$ cat src/rtl/seg_digit_scanner.sv
// seg_digit_scanner: 4-digit seven-segment scan driver with frame-synchronous value update (optional LEADING_ZERO_BLANK_EN)
module seg_digit_scanner #(
    parameter int CLK_DIV      = 50000,
    parameter int GUARD_CYCLES = 4
) (
    input  logic        clk,
    input  logic        rst,
    input  logic [15:0] value,
    input  logic        load,
    input  logic        blank_all,
    output logic [1:0]  dig_sel,
    output logic [3:0]  nibble,
    output logic [3:0]  anodes,
    output logic        frame_start,
    output logic        pending
);
    localparam int PW = $clog2(CLK_DIV);

    logic [PW-1:0] presc;
    logic [PW-1:0] presc_nx;
    logic [15:0]   display_reg;
    logic [15:0]   pend_reg;
    logic [15:0]   display_nx;
    logic [1:0]    dig_nx;
    logic [3:0]    lit_nx;
    logic [3:0]    an_nx;
    logic          tick;
    logic          boundary;

    // Next-state values; outputs are registered from these so dig_sel, nibble and anodes move together
    always_comb begin
        tick       = presc == PW'(CLK_DIV - 1);
        boundary   = tick && dig_sel == 2'd3;
        presc_nx   = tick ? '0 : presc + 1'b1;
        dig_nx     = tick ? dig_sel + 2'd1 : dig_sel;
        display_nx = !boundary ? display_reg : load ? value : pending ? pend_reg : display_reg;
`ifdef LEADING_ZERO_BLANK_EN
        lit_nx     = (4'b0001 << dig_nx) & {|display_nx[15:12], |display_nx[15:8], |display_nx[15:4], 1'b1};
`else
        lit_nx     = 4'b0001 << dig_nx;
`endif
        an_nx      = (blank_all || presc_nx < PW'(GUARD_CYCLES)) ? 4'hF : ~lit_nx;
    end

    // Scan counters, display/pending buffers and registered outputs
    always_ff @(posedge clk) begin
        if (rst) begin
            presc       <= '0;
            dig_sel     <= 2'd0;
            nibble      <= 4'd0;
            anodes      <= 4'hF;
            frame_start <= 1'b0;
            pending     <= 1'b0;
            display_reg <= 16'd0;
            pend_reg    <= 16'd0;
        end else begin
            presc       <= presc_nx;
            dig_sel     <= dig_nx;
            nibble      <= display_nx[{dig_nx, 2'b00} +: 4];
            anodes      <= an_nx;
            frame_start <= boundary;
            display_reg <= display_nx;
            pending     <= boundary ? 1'b0 : load ? 1'b1 : pending;
            pend_reg    <= load ? value : pend_reg;
        end
    end
endmodule

$ cat config.mk
export PLATFORM = sky130hd
export DESIGN_NAME = seg_digit_scanner
export DESIGN_NICKNAME = d
export VERILOG_FILES = /design/src/rtl/seg_digit_scanner.sv
export SDC_FILE = /design/constraint.sdc
export NUM_CORES = 1
export LEC_CHECK = 0
export ABC_AREA = 1
export BUFFER_PORTS_ARGS = -buffer_cell sky130_fd_sc_hd__buf_2
export CAP_MARGIN = 20
export CORE_MARGIN = 2
export CORE_UTILIZATION = 36
export DETAILED_ROUTE_END_ITERATION = 12
export PLACE_DENSITY_LB_ADDON = 0.2
export RECOVER_POWER = 25
export SETUP_SLACK_MARGIN = 0.1
export SLEW_MARGIN = 20
export SYNTH_ARGS = -nofsm -noshare
export SYNTH_HDL_FRONTEND = slang
export SYNTH_SLANG_ARGS = --single-unit
$ cat constraint.sdc
create_clock -name clk -period 2.5 [get_ports clk]
set_clock_uncertainty 0.2 [all_clocks]
set_input_delay 0.375 -clock clk [delete_from_list [all_inputs] [get_ports clk]]
set_output_delay 0.375 -clock clk [all_outputs]
set_load 0.005 [all_outputs]
After elaboration in Yosys (flattened, before gate mapping) --
Index checks and enable logic that the tools add are counted.
Word-level totals: bits of input ports 20, bits in registers 60, word-level logic and storage cells 25, output and inout bits 12
Cells by class: bitwise operators 1, reductions and logical operators 4, muxes and demuxes 5, eq/ne operators 2, $add $sub $neg 2, order comparisons 1, shifts and indexed selects 2
Operators by type and width (count):
- 2-to-1 mux 16 bit | 4
- adder 16 x 1 -> 16 bit, second input constant | 1
- equality test 16 bit, second input constant | 1
- less-than comparator 16 x 3 -> 1 bit, second input constant | 1
- indexed part select 16 x 5 -> 4 bit | 1
- inverter 4 bit | 1
- OR reduction 2 bit | 2
- left shift 1 x 2 -> 4 bit, first input constant | 1
- adder 2 x 1 -> 2 bit, second input constant | 1
- equality test 2 bit, second input constant | 1
- 2-to-1 mux 2 bit | 1
- logical AND 1 bit | 1
- logical OR 1 bit | 1

Longest topological paths before layout --
Gate-level depths: netlist of run 1.
depth after elaboration 5, mapped depth 13, mapped depth without buffers 13

Worst setup path before layout of run 1 --
OpenSTA, ideal clock, no wires.
path type flip-flop to flip-flop, start point register presc[0], end point register nibble[2], stages on the path, launching flop included 12, data arrival time 1.538 ns, path slack 0.635 ns, period minus slack after synthesis 1.865 ns, path through dfxtp_1 -> ha_1 -> nand3_4 -> nor2_4 -> nand3_4 -> buf_2 -> nand2_1 -> nand2_1 -> nand2_1 -> nand2_1 -> nor2_1 -> nor2_1
Between the ends: word-level cells in the longest chain between the ends 4, elaborated cells on any way between the ends 5
RTL lines:
- start: declaration | line 19 | logic [PW-1:0] presc;
- start signal: assignment | line 57 | presc <= presc_nx;
- equality test 16 bit (*) | line 32 | tick = presc == PW'(CLK_DIV - 1);
- logical AND 1 bit | line 33 | boundary = tick && dig_sel == 2'd3;
- 2-to-1 mux 16 bit | line 36 | display_nx = !boundary ? display_reg : load ? value : pending ? pend_reg : display_reg;
- indexed part select 16 x 5 -> 4 bit (*) | line 59 | nibble <= display_nx[{dig_nx, 2'b00} +: 4];
- end signal: assignment | line 59
- end: declaration | line 12 | output logic [3:0] nibble,
Mark *: on every way between the ends. The rest lies on a longest branch, timed or not. A chain may end at the register's enable or synchronous reset.

Worst setup path in the final report of run 1 --
start point register presc[0], end point register nibble[0]
The elaborated chain is that of the path after synthesis.

==> results of run 1 <==
## routing by layer
| layer | up-vias | wire (um) |
|---|---|---|
| met5 | - | 0 |
| met4 | 0 | 95 |
| met3 | 11 | 258 |
| met2 | 60 | 3395 |
| met1 | 1255 | 3276 |
| li1 | 1527 | - |
## critical path, cell delays in order, from the launching register on
cell	delay, ns
dfxtp_1	0.36
ha_1	0.28
nand3_4	0.14
nor2_4	0.16
nand3_4	0.23
clkinv_4	0.25
nand2_1	0.10
nand2_1	0.08
nand2_1	0.05
nand2_1	0.08
nor2_1	0.05
nor2_1	0.07
## area by class of cell
type                    count  area [um^2]  area share
clock buffers              13        158.9     0.04542
clock inverters             2        10.01    0.002861
inverters                  50        192.7     0.05508
multi-input cells         341         1617      0.4621
flip-flops and latches     60         1201      0.3433
well taps                 105        131.4     0.03755
repair buffers             36        187.7     0.05365
## layout by cell type (no fill, tap or decap), drive strengths merged, types with 2 or more instances in the layout
cell / instances
nand2: 163
nor2: 76
dfxtp: 60
inv: 49
buf: 34
o21ai: 30
nand3: 22
a21oi: 20
clkbuf: 15
a211oi: 13
xor2: 6
clkinv: 3
o21bai: 2
nand4: 2
ha: 2
## power by group
group	switching [mW]	internal, mW	leakage [nW]
registers	0.0127	0.979	0.488
clock network	0.360	0.406	0.0893
logic	0.0792	0.0442	0.962
total	0.452	1.43	1.54
## final timing paths
check / from / slack, ns / endpoint / cells after the start
hold / removal: blank_all / 0.1 / anodes[1] / 3
setup reg to reg: presc[0] / 0.37 / nibble[0] / 11
setup / recovery: presc[0] / 0.37 / nibble[0] / 11
hold reg to reg: pend_reg[15] / 0.26 / pend_reg[15] / 2
## logic make-up after synthesis
group	count (synthesis)	synth area share
flops	60	0.3885
compound gates	66	0.1198
fa+ha+maj	2	0.008093
xor+xnor	7	0.01983
simple gates	266	0.3751
buf+inv	67	0.08863
## Yosys cell counts (all sizes together)
library cell | number | area (um^2)
a211oi | 13 | 97.59
clkbuf | 11 | 41.29
a21oi | 20 | 100.1
o211ai | 1 | 7.510
nand3b | 1 | 7.510
nor2 | 76 | 330.3
inv | 49 | 183.9
nand2 | 163 | 656.9
nand4 | 2 | 12.51
nor3 | 1 | 5.000
dfxtp | 60 | 1201
clkinv | 1 | 8.760
o21ai | 30 | 150.1
nand3 | 22 | 140.1
nor3b | 1 | 7.510
xnor2 | 1 | 8.760
xor2 | 6 | 52.55
ha | 2 | 25.02
buf | 6 | 40.03
o21bai | 2 | 15.01
==> reports/metrics.csv, run 1 <==
metric,value,unit
status,"complete, no violations",
clk_path_buf_depth,2,
whs,0.09729,ns
rows,33,
rsz0062_at_grt,false,
gp_congestion,0.9182,
ys_warn_count,0,
dr.pass1.iters,4,
core,8258,um^2
grt_use_met3,0.04624,
wire_per_inst,11.57,um
avgSynthCellArea,6.606,um^2
fillers,887,
grt_overflow,0,
initial_core_util,0.3744,
holdBufCountCts,0,
leakagePower,1.539,nW
ys_ff_latch,60,
worstPathArrival,2.20,ns
final_cell_count_no_fill,607,
grt_max_degree,35,
met2_usage,0.2778,
hold_path.class,in2reg,
fin_util,0.4236,
ant_nets,0,
via_count,2853,
required,2.57,ns
drc,0,
htreeDepth,3,
powerDensity,537.6,nW/um^2
grt_use_met1,0.2008,
hold_viol_final,0,
finalWorstSetupSlack,0.3696,ns
ctsResizeCount,0,
areaGrowthSynthToFinish,13.15,%
dp_worst_setup_slack,0.3554,ns
die_w,96.67,um
fin_crit,2.130,ns
portBuffers,31,
n_antenna_cell,0,
clkTransAtPathRegs,0.06,ns
vias_per_cell,4.700,
wl,7026,um
numClockSinks,60,
relSlewSlack,0.1413,
post-route-cell-area,3498,um^2
setup_viol,0,
cts_tree,done,
power,1.881,mW
die_y,96.67,um
postSynthCellCount,468,
grt_pass1_wl,12520,um
cts_buffers,9,
syn_nets,490,
cp_max_fo,18,
layout-drive-gt1-share,0.1494,
fin_crit_sh,0.8522,
worst_pin_slew,1.288,ns
antenna_found_initial,0,
dieArea,9345,um^2
tns,0,ns
grt_use_total,0.1632,
start_kind,flop,
cts_root_buffer,clkbuf_8,
final_nets,520,
fmax,0.4694,GHz
grt_pass1_vias,2718,
placed_area,3334,um^2
clock_latency,0.33,ns
maxCapViolCount,0,
hpwl,5030,um
busiest_layer,met2,
synth_area,3092,um^2
drt_iter0_drc,107,
post_cts_buffers,0,
dp_cells,592,
ys_seq_area_frac,0.3885,
io_pins,32,
ir_drop,0.3287,mV
slew_viol_final,0,
path_class,reg2reg,
ys_types,29,
cp-end-kind,flop,
(Power assumes the default switching activity.)
==> inputs of run 2 (changes only) <==
--- a/config.mk
+++ b/config.mk
@@ -5,7 +5,6 @@
 export SDC_FILE = /design/constraint.sdc
 export NUM_CORES = 1
 export LEC_CHECK = 0
-export ABC_AREA = 1
 export BUFFER_PORTS_ARGS = -buffer_cell sky130_fd_sc_hd__buf_2
 export CAP_MARGIN = 20
 export CORE_MARGIN = 2
==> run 2 against run 1 <==
Net effect: cell area up 4.3%; critical endpoint is now anodes[3]; sequential power down 0.5%; core utilization up 2.1 points; sequential cell count unchanged; sequential share of layout area down 1.3 points; routed wire length up 1.3%.
==> reports/metrics.csv, run 2 <==
metric,value,unit
dr.pass1.iters,4,
pwr-share-clk,0.483,
synth_adder_area_share,0.008193,
mostFrequentLayoutCell,nor2_1,
whs,0.09447,ns
htreeDepth,3,
hpwl,5054,um
dp_worst_setup_slack,0.1142,ns
grt_overflow,0,
crit_top_cell,a211oi_1,
synth-compound-area-share,0.1458,
cts_root_buffer,clkbuf_8,
syn_nets,360,
synthXorXnorAreaFrac,0.04015,
fin_util,0.4442,
dp_cells,468,
sw_frac_of_total,0.2231,
p_seq_frac,0.469,
hold_path.class,in2reg,
start_kind,flop,
ant_nets,0,
wl,7116,um
cp-end-kind,flop,
required,2.51,ns
rsz0062_at_grt,true,
layout_common_cells,"nor2_1, dfxtp_1, buf_2",
maxCapViolCount,0,
ys_warn_count,0,
ys_seq_area_frac,0.3933,
hold_viol_final,0,
power,2.105,mW
internal-power,1.635,mW
vias_per_cell,5.220,
synthMostInstantiatedCell,nor2_1,
synth.mux.area_fraction,0.08726,
status,"complete, no violations",
synthTopCellsByArea,"dfxtp_1, nor2_1, mux2i_1, a21boi_0, nor3_1",
avgSynthCellArea,9.036,um^2
die_y,96.11,um
yosys.area.top_type,dfxtp_1,
via_count,2537,
post-route-cell-area,3650,um^2
slowest_stage,or4b_4,
relSlewSlack,0.2392,
worst_pin_slew,1.141,ns
fin_crit_sh,0.9389,
grt_max_degree,46,
wire_per_inst,14.64,um
ys_types,51,
io_pins,32,
dieArea,9236,um^2
drc,0,
clkTransAtPathRegs,0.07,ns
portBuffers,31,
cts_tree,done,
placed_area,3337,um^2
cpPeakStageDelay,0.58,ns
synth_top_family_by_area,simple AND/OR/NAND/NOR gates,
numClockSinks,60,
worstPathArrival,2.35,ns
powerDensity,576.7,nW/um^2
holdBufCountCts,0,
antenna_found_initial,0,
die_w,96.11,um
ys_ff_latch,60,
setup_viol,0,
ir_drop,0.3050,mV
finalWorstSetupSlack,0.1527,ns
yosysTopAreaCellShare,0.3933,
clk_path_buf_depth,2,
n_antenna_cell,0,
cts_buffers,9,
power.switching,0.4696,mW
areaGrowthSynthToFinish,19.50,%
tns,0,ns
synth_top_flop_cell,dfxtp_1,
synthArstFlopShare,0,
slew_viol_final,0,
synth_commonest_cells,"nor2_1, dfxtp_1, nor3_1",
final_cell_count_no_fill,486,
core,8217,um^2
postSynthCellCount,338,
leakagePower,1.367,nW
synth_edf_count,0,
path_class,reg2reg,
grt_pass1_wl,11500,um
clock_latency,0.34,ns
fmax,0.4260,GHz
initial_core_util,0.3717,
combPwrFrac,0.048,
cp_max_fo,6,
final_nets,398,
worstPathCellList,or4b_4 -> nor4_4 -> buf_4 -> buf_12 -> mux2_2 -> a211oi_1 -> a211oi_1,
drt_iter0_drc,100,
layout-drive-gt1-share,0.2651,
gp_congestion,0.8669,
fin_crit,2.347,ns
rows,33,
grt_use_total,0.1645,
yosys.area_share.simple,0.2704,
synth_area,3054,um^2
grt_pass1_vias,2338,
==> run 2: changes by cell type after synthesis, sizes merged, moves of 7 or more <==
cell	before	now
a21boi	0	15
a21oi	20	4
buf	6	16
inv	49	3
mux2i	0	18
nand2	163	9
nand3	22	10
nor3	1	20
nor4	0	7
o21ai	30	17
==> run 2: cell type report <==
cell class	instances	area, um^2
clock buffer	11	151.4
clock inverter	5	83.83
fill	821	4567
inverter	3	11.26
multi-input combinational	252	1729
sequential	60	1207
tap	105	131.4
timing repair buffer	50	335.3
==> run 2: cells by family after synthesis <==
family                     count (synthesis)
DFF                                       60
buffers and inverters                     26
adders and majority gates                  2
xor gates and xnor gates                  14
and+or+nand+nor                          150
muxes                                     24
AOI/OAI and AO/OA                         62
==> run 2: final timing paths <==
kind                            cells after the start    startpoint           end  slack, ns
worst min register to register                      2  pend_reg[15]  pend_reg[15]       0.27
worst max-delay path                                7     presc[10]     anodes[3]       0.15
worst max register to register                      7     presc[10]     anodes[3]       0.15
worst min-delay path                                3      value[4]   pend_reg[4]       0.09
==> run 2: power by group through the flow <==
stage / combinational, mW / clock [mW] / sequential (mW)
after floorplan: 0.0678 / 0 / 1.01
after global placement: 0.102 / 0 / 1.01
after detailed placement: 0.103 / 0 / 1.01
after CTS: 0.104 / 1.05 / 0.987
after global routing: 0.115 / 1.09 / 0.989
final: 0.102 / 1.02 / 0.987
==> run 2: worst max-delay path: cells and delay by family (launching register included) <==
kind,cells,cell delay (ns)
multiplexers,1,0.37
buffers and inverters,2,0.30
AO/OA/AOI/OAI,2,0.28
flip-flops,1,0.35
AND/OR/NAND/NOR,2,0.72
==> run 2: what timing repair did <==
action | CTS | global route
setup buffers | 0 | 1
setup endpoints to repair | 0 | 7
resized for setup | 0 | 14
==> run 2: metal layers <==
| layer | vias to the layer above | global-route usage | wire length, um |
|---|---|---|---|
| met5 | - | 0 | 0 |
| met4 | 0 | 0.05833 | 106 |
| met3 | 10 | 0.05012 | 291 |
| met2 | 66 | 0.2581 | 3369 |
| met1 | 1178 | 0.2131 | 3348 |
| li1 | 1283 | - | - |
